===== config.mk =====
export PLATFORM = sky130hd
export DESIGN_NAME = nibble_serial_add_ctrl
export DESIGN_NICKNAME = d
export VERILOG_FILES = /design/src/rtl/nibble_serial_add_ctrl.sv
export SDC_FILE = /design/constraint.sdc
export NUM_CORES = 1
export LEC_CHECK = 0
export ABC_AREA = 0
export CAP_MARGIN = 20
export CORE_ASPECT_RATIO = 0.7
export CORE_MARGIN = 3
export CORE_UTILIZATION = 47
export DETAILED_ROUTE_END_ITERATION = 8
export GPL_TIMING_DRIVEN = 0
export PLACE_DENSITY = 0.83
export SLEW_MARGIN = 30
export SYNTH_ARGS = -nofsm -noshare
export SYNTH_HDL_FRONTEND = slang
export SYNTH_SLANG_ARGS = --single-unit

===== constraint.sdc =====
create_clock -name clk -period 2.9 [get_ports clk]
set_input_delay 0.29 -clock clk [delete_from_list [all_inputs] [get_ports clk]]
set_output_delay 0.29 -clock clk [all_outputs]
set_load 0.01 [all_outputs]

===== src/rtl/nibble_serial_add_ctrl.sv =====
// Serial WIDTH-bit adder: one shared 4-bit adder stepped LSB nibble first.
// Optional macro ADD_SUB_EN adds a 'sub' input for two's-complement subtraction.

module binary_adder_4_bit (
    input  logic [3:0] a,
    input  logic [3:0] b,
    input  logic       cin,
    output logic [3:0] sum,
    output logic       cout
);
    assign {cout, sum} = {1'b0, a} + {1'b0, b} + {4'b0000, cin};
endmodule

module nibble_serial_add_ctrl #(
    parameter int WIDTH = 16
) (
    input  logic             clk,
    input  logic             rst_n,
    input  logic             start,
    input  logic [WIDTH-1:0] a,
    input  logic [WIDTH-1:0] b,
    input  logic             carryin,
`ifdef ADD_SUB_EN
    input  logic             sub,
`endif
    output logic             ready,
    output logic             busy,
    output logic             done,
    output logic [WIDTH-1:0] sum,
    output logic             carryout
);
    localparam int NIBBLES = WIDTH / 4;
    localparam int IDX_W   = (NIBBLES > 1) ? $clog2(NIBBLES) : 1;

    typedef enum logic [1:0] {
        S_IDLE = 2'd0,
        S_RUN  = 2'd1,
        S_DONE = 2'd2
    } state_t;

    state_t           state_q, state_d;
    logic [IDX_W-1:0] idx_q, idx_d;
    logic [WIDTH-1:0] a_q, a_d;
    logic [WIDTH-1:0] b_q, b_d;
    logic             carry_q, carry_d;
    logic [WIDTH-1:0] sum_q, sum_d;
    logic             cout_q, cout_d;

    logic             sub_s;
    logic [3:0]       nib_a_s, nib_b_s, nib_sum_s;
    logic             nib_cout_s;
    logic [IDX_W+1:0] shamt_s;
    logic             last_s;

`ifdef ADD_SUB_EN
    assign sub_s = sub;
`else
    assign sub_s = 1'b0;
`endif

    assign shamt_s = {idx_q, 2'b00};
    assign last_s  = (idx_q == IDX_W'(NIBBLES - 1));
    assign nib_a_s = 4'(a_q >> shamt_s);
    assign nib_b_s = 4'(b_q >> shamt_s);

    binary_adder_4_bit u_adder (
        .a    (nib_a_s),
        .b    (nib_b_s),
        .cin  (carry_q),
        .sum  (nib_sum_s),
        .cout (nib_cout_s)
    );

    // State and datapath registers with synchronous active-low reset
    always_ff @(posedge clk) begin
        if (!rst_n) begin
            state_q <= S_IDLE;
            idx_q   <= '0;
            a_q     <= '0;
            b_q     <= '0;
            carry_q <= 1'b0;
            sum_q   <= '0;
            cout_q  <= 1'b0;
        end else begin
            state_q <= state_d;
            idx_q   <= idx_d;
            a_q     <= a_d;
            b_q     <= b_d;
            carry_q <= carry_d;
            sum_q   <= sum_d;
            cout_q  <= cout_d;
        end
    end

    // Next-state logic
    always_comb begin
        state_d = state_q;
        case (state_q)
            S_IDLE:  if (start) state_d = S_RUN; else state_d = S_IDLE;
            S_RUN:   if (last_s) state_d = S_DONE; else state_d = S_RUN;
            S_DONE:  state_d = S_IDLE;
            default: state_d = S_IDLE;
        endcase
    end

    // Datapath next values; subtraction is folded into operand capture
    always_comb begin
        idx_d   = idx_q;
        a_d     = a_q;
        b_d     = b_q;
        carry_d = carry_q;
        sum_d   = sum_q;
        cout_d  = cout_q;
        case (state_q)
            S_IDLE: begin
                if (start) begin
                    idx_d   = '0;
                    a_d     = a;
                    b_d     = sub_s ? ~b : b;
                    carry_d = sub_s ? 1'b1 : carryin;
                    sum_d   = '0;
                end else begin
                    idx_d = idx_q;
                end
            end
            S_RUN: begin
                sum_d   = (sum_q & ~(WIDTH'(4'hF) << shamt_s))
                        | (WIDTH'(nib_sum_s) << shamt_s);
                carry_d = nib_cout_s;
                idx_d   = idx_q + IDX_W'(1);
                if (last_s) begin
                    cout_d = nib_cout_s;
                end else begin
                    cout_d = cout_q;
                end
            end
            default: begin
                idx_d = idx_q;
            end
        endcase
    end

    // Handshake outputs decoded from the state register
    always_comb begin
        ready = 1'b0;
        busy  = 1'b0;
        done  = 1'b0;
        case (state_q)
            S_IDLE:  ready = 1'b1;
            S_RUN:   busy  = 1'b1;
            S_DONE:  done  = 1'b1;
            default: ready = 1'b0;
        endcase
    end

    assign sum      = sum_q;
    assign carryout = cout_q;

endmodule

After elaboration in Yosys (flattened, before gate mapping) --
Index checks and enable logic that the tools add are counted.
Word-level totals: register bits after elaboration 54, bits of input ports 36, output and inout bits 20, logic and storage cells 38
Cells by class: reduce and logical (&&, ||, !) cells 5, multiplexer cells 12, shifts and indexed selects 4, bitwise operators 3, equal/unequal tests 4, add/sub/neg operators 3
Operators with widths (number):
- $pmux W16 S2 | 1
- $shr A16 B4 Y4 | 2
- $and A16 B16 Y16 | 1
- $mux W16 | 1
- $not A16 Y16 | 1
- $or A16 B16 Y16 | 1
- $shl A4 B4 Y16 | 1
- $shl A4 B4 Y16 const A | 1
- $pmux W2 S2 | 2
- $reduce_and A2 Y1 | 3
- $add A4 B4 Y5 | 1
- $add A5 B1 Y5 | 1
- $mux W1 | 5
- $eq A2 B2 Y1 const B | 2
- $mux W2 | 2
- $add A2 B1 Y2 const B | 1
- $eq A2 B1 Y1 const B | 1
- $logic_not A2 Y1 | 1
- $ne A2 B2 Y1 const B | 1
- $pmux W1 S2 | 1
- $reduce_bool A2 Y1 | 1

Depth between registers and ports, before layout --
depth after elaboration 6, depth in mapped cells 10, mapped depth without buffers 8

Cells and area by module --
Synthesis repeated with hierarchy kept, for this count alone.
Unflattened totals: cell total of the unflattened synthesis 249, area total of the unflattened synthesis 2427.3 um^2
By module, submodules not included:
- nibble_serial_add_ctrl | cells an instance 233, instances 1, area an instance 2283.4 um^2
- binary_adder_4_bit | cells an instance 16, instances 1, area an instance 143.9 um^2

Least setup slack after synthesis --
Ideal clock, no wire load.
path type reg2reg, start point reg idx_q[0], end point reg sum_q[9] (netlist: sum[9]), setup time 0.070 ns, path buffers 2, slack 0.369 ns, cell stages (with the launch flop) 9, clock period less this slack 2.531 ns, arrival time 2.461 ns, data required time 2.830 ns, cells stage by stage dfxtp_1 > buf_2 > buf_2 > mux4_2 > fa_1 > inv_1 > fa_1 > nand2b_1 > a21oi_1
On the way: cells in the longest elaborated chain, start to end 6, elaborated cells on any way between the ends 10
Ends and longest elaborated chain:
- start, declared | RTL line 42 | logic [IDX_W-1:0] idx_q, idx_d;
- start signal, assigned | RTL line 86 | idx_q <= idx_d;
- $shr A16 B4 Y4 (on tied branches) | RTL line 63, 64
- $add A4 B4 Y5 | RTL line 11 | assign {cout, sum} = {1'b0, a} + {1'b0, b} + {4'b0000, cin};
- $add A5 B1 Y5 | RTL line 11
- $shl A4 B4 Y16 | RTL line 128 | | (WIDTH'(nib_sum_s) << shamt_s);
- $or A16 B16 Y16 * | RTL line 128
- $pmux W16 S2 * | RTL line 114 | case (state_q)
- end signal, assigned | RTL line 90 | sum_q <= sum_d;
- end, declared | RTL line 46 | logic [WIDTH-1:0] sum_q, sum_d;
Every way passes the cells marked *; elsewhere a longest branch is shown, timed or not. A chain may end at the register's enable or synchronous reset.

Final worst setup path --
Ends and elaborated chain as after synthesis.

==> reports/qor.yml <==
sta:
  tns_ps: 0
  max_freq_mhz: 364
  report.final.hold_viol_count: 0
  fin_crit_sh: 0.949
  finClkSkew_ps: 12.2
  setup_violations: 0
  slew_headroom: 0.653
  rsz0062_at_grt: "false"
  report.final.slew_viol_count: 0
  post-route-min-period_ps: 2750
  worst_pin_slew_ps: 520
placement:
  post-dp-hpwl_um: 4630
  placed_area_um2: 3170
  portBuffers: 55
  gp_congestion: 0.871
cts:
  numCtsBuffers: 5
  ctsHoldBuffers: 0
  max-clock-path-buffers: 2
  clk_pin_slew_ps: 110
  clk_latency_ps: 320
  clock-root-buffer: "clkbuf_8"
  cts_max_level: 2
  postCtsSetupBuffers: 0
  cts_tree: "built"
  cts_sinks: 54
logic_synthesis:
  ys_warn_count: 0
  avgSynthCellArea_um2: 9.10
  syn_nets: 323
  synth-async-reset-ratio: 0
  yosysSeqAreaShare: 0.428
  synth-edff-count: 0
  syn-instance-count: 278
  syn_area_um2: 2530
  synth-seq-cells: 54
  ys.flop_type: "dfxtp_1"
  synth_cell_types: 36
run_status:
  status: "complete, no violations"
floorplan:
  fp-row-count: 21
  fp.dieW_um: 93.7
  ios: 56
  dieHeight_um: 67.4
  fp.coreArea_um2: 4990
  die_area_um2: 6310
  initial_utilization: 0.507
worst_setup_path:
  crit_required_ps: 3150
  critPathKind: "flop to flop"
  reg2reg_setup_slack_ps: 150
  cp.arrival_ps: 3000
  path_max_fanout: 10
  start_kind: "flop"
  end_kind: "flop"
cells_and_area:
  area_growth_pct: 30.0
  fillers: 416
  drive_gt1_frac: 0.135
  n_antenna_cell: 0
  fin_area_um2: 3290
  layout.nets: 385
hold_path:
  min-delay-path-class: "flop to flop"
drt:
  drc: 0
  drt-pass1-iter-count: 4
  wl_met1_um: 2870
  wl_met2_um: 2580
  wl_per_cell_um: 15.0
  maxUsedRoutingLayer: "met4"
  routed_wl_um: 6160
  via_per_inst: 5.20
  dr_wl_met3_um: 634
  drt_iter0_markers: 136
  drtAntennaViolNets: 0
  vias: 2131
pwr:
  vdd_drop_max_uv: 280
  power_density_nw_per_um2: 496
  power.leakage_nw: 1.22
global_route:
  first_global_vias: 2147
  grt_pass1_wl_um: 10300
  grt_usage: 0.213
  overflow: 0
  grt_max_degree: 19
  antenna_found_initial: 0
flow_run:
  drv_cap: 0
layout make-up:
class                      instances  area, um2  share of cell area
timing repair buffer              55        551               0.167
tap                               69       86.3              0.0263
clock inverter                     3       48.8              0.0148
sequential                        54       1080               0.329
inverter                           7       28.8             0.00875
multi-input combinational        197       1250               0.381
clock buffer                       5       68.8              0.0209
buffer                            20        170              0.0518
where the power goes:
group	switching, mW	internal [mW]
Clock	0.268	0.263
Sequential	0.0195	0.776
Combinational	0.152	0.150
Total	0.440	1.19
kinds of logic (layout without fill, tap and decap cells):
| logic type | after synthesis | count (layout) | synth area share |
|---|---|---|---|
| compound gates | 62 | 62 | 0.154 |
| xor+xnor | 1 | 1 | 0.00346 |
| fa+ha+maj | 9 | 9 | 0.0505 |
| buf+inv | 27 | 90 | 0.0767 |
| flops | 54 | 54 | 0.428 |
| mux | 8 | 8 | 0.0713 |
| simple gates | 117 | 117 | 0.217 |
what timing repair did:
action                                  4_1_cts  5_1_grt
hold endpoints to repair                      0        0
endpoints found under the setup margin        0       14
gates resized for setup                       0        3
layout by cell type (no fill, tap or decap), types with 7 or more instances in the layout:
cell	count
ha_1	7
nand2_1	72
nand3_1	7
mux4_2	8
dfxtp_1	54
a21oi_1	39
clkdlybuf4s50_1	55
nor2_1	16
buf_6	9
a22oi_1	9
path summary, 6_finish.rpt:
kind | cells past startpoint | end | from
worst max register to register | 8 | sum[9] | idx_q[0]
worst min-delay path | 2 | b_q[14] | b_q[14]
worst min register to register | 2 | b_q[14] | b_q[14]
worst max-delay path | 8 | sum[9] | idx_q[0]
registers in the layout, indices dropped and copies added, names as in the netlist:
| signal | count |
|---|---|
| carryout | 1 |
| a_q | 16 |
| b_q | 16 |
| carry_q | 1 |
| idx_q | 2 |
| sum | 16 |
| state_q | 2 |
Yosys cell counts, types with 2 or more instances:
| library cell | count | area, um2 |
|---|---|---|
| nor2_1 | 16 | 60.1 |
| nand2b_4 | 2 | 27.5 |
| buf_6 | 9 | 101 |
| inv_1 | 6 | 22.5 |
| a21o_1 | 5 | 37.5 |
| nor2b_1 | 2 | 12.5 |
| a21oi_1 | 39 | 195 |
| nand3_1 | 7 | 35.0 |
| a22oi_1 | 9 | 67.6 |
| ha_1 | 7 | 87.6 |
| buf_2 | 6 | 30.0 |
| nand3_2 | 2 | 20.0 |
| nand4_1 | 4 | 25.0 |
| fa_1 | 2 | 40.0 |
| nand2_1 | 72 | 270 |
| o311ai_2 | 2 | 32.5 |
| clkbuf_1 | 3 | 11.3 |
| mux4_2 | 8 | 180 |
| dfxtp_1 | 54 | 1080 |
| nor3_2 | 3 | 30.0 |
| nand2b_1 | 4 | 25.0 |
| o311ai_1 | 2 | 17.5 |
through the flow:
stage | hold slack (ps) | total power, mW | instances | worst slack [ps] | util
2_1_floorplan | 426 | 0.995 | 278 | 369 | -
3_3_place_gp | 440 | 1.10 | 402 | 103 | 0.634
3_5_place_dp | 447 | 1.11 | 402 | 60.1 | 0.634
4_1_cts | 461 | 1.63 | 410 | 21.9 | 0.658
5_1_grt | 485 | 1.70 | 410 | 17.7 | 0.659
6_report | 459 | 1.63 | 410 | 149 | 0.659
layer usage:
metal	track usage	vias up
met4	0.0595	0
met2	0.323	79
met1	0.297	961
li1	-	1079
met5	0	-
met3	0.0635	12
worst max-delay path, cell delays in order (launching register included):
cell and delay (ps):
dfxtp_1 380, clkbuf_4 220, buf_4 220, mux4_2 540
fa_1 420, inv_1 90, fa_1 480, nand2b_1 190
a21oi_1 150
Power figures use the tool's default switching activity.
